### src/rtl/exc_pkg.sv
// Shared constants for the exception sequencer: cause codes, CP0 status bit
// positions, exception vector and FSM state encoding.
package exc_pkg;

    localparam logic [31:0] VECTOR_ADDR = 32'h0000_0004;

    localparam logic [4:0] CAUSE_SYSCALL = 5'd8;
    localparam logic [4:0] CAUSE_BREAK   = 5'd9;
    localparam logic [4:0] CAUSE_TEQ     = 5'd13;
    localparam logic [4:0] CAUSE_INT     = 5'd0;

    localparam int IE  = 0;
    localparam int SYS = 1;
    localparam int BRK = 2;
    localparam int TEQ = 3;
    localparam int INT = 4;

    typedef enum logic [1:0] {
        IDLE     = 2'd0,
        COMMIT   = 2'd1,
        REDIRECT = 2'd2
    } state_t;

endpackage

### src/rtl/exc_prio_enc.sv
// Masks decoder exception requests with CP0 status and picks a single winner:
// break > syscall > teq > eret (> int_req when EXC_INT_EN is defined).
module exc_prio_enc
    import exc_pkg::*;
(
    input  logic        syscall_req,
    input  logic        break_req,
    input  logic        teq_req,
    input  logic        eret_req,
`ifdef EXC_INT_EN
    input  logic        int_req,
`endif
    input  logic [31:0] status,
    output logic        valid,
    output logic [4:0]  cause,
    output logic        is_eret
);

    logic ie;
    assign ie = status[IE];

`ifdef EXC_INT_EN
    logic unused_status;
    assign unused_status = ^status[31:5];
`else
    logic unused_status;
    assign unused_status = ^status[31:4];
`endif

    always_comb begin
        valid   = 1'b0;
        cause   = 5'd0;
        is_eret = 1'b0;
        if (break_req && ie && status[BRK]) begin
            valid = 1'b1;
            cause = CAUSE_BREAK;
        end else if (syscall_req && ie && status[SYS]) begin
            valid = 1'b1;
            cause = CAUSE_SYSCALL;
        end else if (teq_req && ie && status[TEQ]) begin
            valid = 1'b1;
            cause = CAUSE_TEQ;
        end else if (eret_req) begin
            // eret is never masked; its cause field is unused by CP0
            valid   = 1'b1;
            is_eret = 1'b1;
        end
`ifdef EXC_INT_EN
        else if (int_req && ie && status[INT]) begin
            valid = 1'b1;
            cause = CAUSE_INT;
        end
`endif
    end

endmodule

### src/rtl/exc_ctrl.sv
// Exception/eret sequencer: IDLE -> COMMIT (CP0 strobe) -> REDIRECT (PC load).
// Optional external interrupt source enabled by defining EXC_INT_EN.
module exc_ctrl
    import exc_pkg::*;
(
    input  logic        clk,
    input  logic        rst_n,
    input  logic        syscall_req,
    input  logic        break_req,
    input  logic        teq_req,
    input  logic        eret_req,
`ifdef EXC_INT_EN
    input  logic        int_req,
`endif
    input  logic [31:0] req_pc,
    input  logic [31:0] status,
    input  logic [31:0] epc,
    output logic        stall,
    output logic        cp0_exc,
    output logic        cp0_eret,
    output logic [4:0]  cp0_cause,
    output logic [31:0] cp0_pc,
    output logic        pc_redirect,
    output logic [31:0] redirect_addr,
    output logic        busy
);

    state_t      state, state_next;
    logic        enc_valid;
    logic [4:0]  enc_cause;
    logic        enc_is_eret;
    logic        accept;
    logic [4:0]  cause_q;
    logic [31:0] pc_q;
    logic        eret_q;

    exc_prio_enc u_prio_enc (
        .syscall_req (syscall_req),
        .break_req   (break_req),
        .teq_req     (teq_req),
        .eret_req    (eret_req),
`ifdef EXC_INT_EN
        .int_req     (int_req),
`endif
        .status      (status),
        .valid       (enc_valid),
        .cause       (enc_cause),
        .is_eret     (enc_is_eret)
    );

    // Gating with rst_n keeps the combinational stall low while reset is held.
    assign accept = (state == IDLE) && enc_valid && rst_n;

    always_ff @(posedge clk or negedge rst_n) begin
        if (!rst_n) begin
            state   <= IDLE;
            cause_q <= 5'd0;
            pc_q    <= 32'd0;
            eret_q  <= 1'b0;
        end else begin
            state <= state_next;
            if (accept) begin
                cause_q <= enc_cause;
                pc_q    <= req_pc;
                eret_q  <= enc_is_eret;
            end
        end
    end

    always_comb begin
        state_next    = state;
        stall         = 1'b0;
        busy          = 1'b0;
        cp0_exc       = 1'b0;
        cp0_eret      = 1'b0;
        cp0_cause     = 5'd0;
        cp0_pc        = 32'd0;
        pc_redirect   = 1'b0;
        redirect_addr = 32'd0;
        case (state)
            IDLE: begin
                if (accept) begin
                    stall      = 1'b1;
                    state_next = COMMIT;
                end
            end
            COMMIT: begin
                stall      = 1'b1;
                busy       = 1'b1;
                cp0_exc    = 1'b1;
                cp0_eret   = eret_q;
                cp0_cause  = cause_q;
                cp0_pc     = pc_q;
                state_next = REDIRECT;
            end
            REDIRECT: begin
                stall         = 1'b1;
                busy          = 1'b1;
                pc_redirect   = 1'b1;
                // CP0 has already written EPC on the COMMIT negedge
                redirect_addr = eret_q ? epc : VECTOR_ADDR;
                state_next    = IDLE;
            end
            default: state_next = IDLE;
        endcase
    end

endmodule
### config.mk
export PLATFORM = sky130hd
export DESIGN_NAME = exc_ctrl
export DESIGN_NICKNAME = d
export VERILOG_FILES = /design/src/rtl/exc_pkg.sv /design/src/rtl/exc_prio_enc.sv /design/src/rtl/exc_ctrl.sv
export SDC_FILE = /design/constraint.sdc
export NUM_CORES = 1
export LEC_CHECK = 0
export CORE_ASPECT_RATIO = 1.75
export CORE_UTILIZATION = 29
export CTS_CLUSTER_SIZE = 8
export DETAILED_ROUTE_END_ITERATION = 6
export PLACE_DENSITY = 0.79
export SYNTH_ARGS = -nofsm -noshare
export SYNTH_HDL_FRONTEND = slang
export SYNTH_SLANG_ARGS = --single-unit
export TNS_END_PERCENT = 5
### constraint.sdc
create_clock -name clk -period 1.83 [get_ports clk]
set_input_delay 0.366 -clock clk [delete_from_list [all_inputs] [get_ports clk]]
set_output_delay 0.366 -clock clk [all_outputs]
set_load 0.005 [all_outputs]
==> impl_metrics.yaml <==
cts:
  clock-sinks: 38
  clockRootBuffer: "clkbuf_16"
  cts.path.max_buffers: 2
  cts_tree: "built"
  hold_buffers: 0
  clk_pin_slew_ns: 0.06
  numCtsBuffers: 5
  insertion_delay_ns: 0.28
  h-tree-depth: 2
critical_path:
  reg2regPathDepth: 8
  critPathLaunchType: "flip-flop"
  cp_common_cell: "nor2_1"
  cp-startpoint: "state[0]"
  worstSetupPathType: "flip-flop to output port"
  r2r-start: "state[0]"
  path_cells: "buf_6, inv_6, ha_4, o211ai_1, a21oi_4, nor2_1, nor2_1, buf_2"
  cp_data_arrival_time_ns: 1.55
  setup.worst_path.end: "stall"
  r2r_setup_slack_ns: -0.07
  endpoint_kind: "output port"
  slowest_stage: "dfrtp_1"
  r2r_end: "cause_q[2]"
  crit_fanout: 3
  slowest_delay_ns: 0.40
  required_ns: 1.46
grt:
  gr-total-overflow: 0
  grt_max_degree: 41
  use_met2: 0.354
  grt_usage: 0.183
  use_met3: 0.0615
  grt_pass1_wl_mm: 10.0
  grt_use_met1: 0.170
  grt_pass1_vias: 2095
  gr-max-usage-layer: "met2"
  antenna_found_initial: 0
sta:
  rsz0062_at_grt: "true"
  slew_viol_final: 0
  fmax_mhz: 522
  final_hold_viol_count: 0
  worst_pin_slew_ns: 0.506
  finalSetupViolCount: 40
  fin_crit_ns: 1.92
  totalNegativeSetupSlack_ns: -2.08
  setup_ws_ns: -0.0862
  maxSlewHeadroom: 0.663
  clock_skew_ns: 0.00482
  hold_ws_ns: 0.281
  finalCritPeriodShare: 1.05
flow_run:
  cap_violations: 0
floorplanning:
  fp.dieArea_mm2: 0.00742
  initial_core_util: 0.299
  core_area_mm2: 0.00686
  die_w_um: 65.6
  fp.dieH_um: 113
  rows: 40
  num_io_pins: 176
final_layout:
  final_cells: 437
  seq_area_um2: 951
  area_growth_pct: 92.7
  layout-drive-gt1-share: 0.476
  multi_input_area_mm2: 0.00111
  fin_util: 0.576
  finish.instance_area_mm2: 0.00395
  num-fill-cells: 579
  final_nets: 459
  antenna_cells: 0
status:
  violations: "setup timing"
  outcome: "finished with violations"
detailed_routing:
  wl_mm: 6.65
  drtPass1Iterations: 4
  vias: 2071
  drt_iter0_drc: 31
  ant_nets: 0
  wl_per_cell_um: 15.2
  drc: 0
  viasPerCell: 4.74
synth:
  synthTopCellsByArea: "dfrtp_1, mux2_2, and2_1, and3_1, ha_1"
  avgSynthCellArea_um2: 11.1
  yosysUniqueCellTypes: 24
  synth_area_mm2: 0.00205
  syn_inst: 185
  yosysTopAreaCell: "dfrtp_1"
  synth_top_area_frac: 0.464
  ys_ff_latch: 38
  ys_warn_count: 0
  synthFlopType: "dfrtp_1"
  ys_async_sr_fraction: 1.00
  synth_edf_count: 0
  ys_seq_area_frac: 0.464
placement:
  io_buffers: 145
  post_dp_cell_area_mm2: 0.00369
  dp_hpwl_mm: 4.58
  dp_cells: 417
  place.gp.congestion: 0.725
power:
  powerDensity_mw_per_mm2: 1460
  p_leak_nw: 1.96
  vdd_ir_drop_max_uv: 910
hold_path:
  hold_class: "input pin to asynchronous set/reset pin"
==> worst min path at each step <==
stage / startpoint / endpoint / slack, ns / cells past startpoint
2_1_floorplan: rst_n / cause_q[0] / 0.07 / 0
3_3_place_gp: cause_q[3] / cause_q[3] / 0.45 / 1
3_5_place_dp: cause_q[3] / cause_q[3] / 0.47 / 1
5_1_grt: rst_n / pc_q[28] / 0.33 / 3
4_1_cts: rst_n / pc_q[13] / 0.29 / 3
6_report: rst_n / pc_q[22] / 0.28 / 3
==> cells in the mapped netlist (all sizes together) (2+ instances only) <==
library cell and number:
nor2 4, buf 5, nand2 2, mux2 34, a21oi 2, inv 4, o21ai 2, dfrtp 38
and3 32, ha 5, clkbuf 9, nand3 3, and2 37
==> critical path: cells and delay by family (launching register included) <==
| family | cells | cell delay (ns) |
|---|---|---|
| buf+inv | 3 | 0.32 |
| simple gates | 2 | 0.13 |
| flops | 1 | 0.40 |
| compound gates | 2 | 0.29 |
| fa+ha+maj | 1 | 0.13 |
==> per-layer routing <==
layer | routed length, um | vias up
li1 | - | 964
met2 | 3670 | 125
met4 | 80 | 0
met5 | 0 | -
met1 | 2190 | 977
met3 | 704 | 5
==> registers in the layout, indices dropped and copies added, names as in the netlist <==
signal	count
eret_q	1
state	2
pc_q	32
cause_q	3
==> where the power goes <==
group | leakage (nW) | switching, mW | total, mW | internal (mW)
registers | 0.452 | 0.201 | 1.46 | 1.26
logic | 1.41 | 1.17 | 3.18 | 2.01
clock network | 0.0940 | 0.344 | 1.13 | 0.783
==> final cells by class <==
cell class,count,share of cell area
clock inverters,3,0.0174
well taps,84,0.0266
inverters,4,0.00507
repair buffers,173,0.398
clock buffers,5,0.0317
flip-flops and latches,38,0.241
multi-input cells,130,0.280
==> cells in the final DEF (no fill, tap or decap), types with 2 or more instances in the layout <==
master,count
nor2_1,4
buf_16,4
ha_1,2
clkbuf_16,5
o21ai_0,2
and2_4,11
and2_1,25
and3_4,6
and3_1,26
buf_2,37
buf_6,26
buf_12,4
bufinv_16,2
conb_1,2
buf_4,10
clkbuf_2,18
dfrtp_1,38
mux2_2,34
nand3_1,3
inv_1,2
clkdlybuf4s50_1,66
dlygate4sd2_1,6
nand2_1,2
ha_4,3
==> metrics by stage <==
step | setup WS, ns | total power [mW]
final | -0.0862 | 5.77
after global routing | -0.147 | 6.15
after CTS | -0.120 | 5.72
after detailed placement | -0.593 | 4.27
after global placement | -0.632 | 4.23
after floorplan | 0.0617 | 2.63
==> what timing repair did <==
item / CTS / global route
setup endpoints to repair: 105 / 92
gates resized for setup: 281 / 42
pin swaps: 6 / 1
gates cloned: 5 / 0
hold endpoints to repair: 0 / 0
setup buffers: 7 / 0
==> logic make-up (layout without fill, tap and decap cells) <==
family | Yosys count | in the layout | share of synthesized area
simple gates | 79 | 79 | 0.234
flops | 38 | 38 | 0.464
mux | 34 | 34 | 0.187
buf+inv | 18 | 185 | 0.0476
compound gates | 10 | 10 | 0.0354
fa+ha+maj | 5 | 5 | 0.0305
other cells | 1 | 2 | 0.00183
No activity file was read; power rests on OpenSTA's default activity.
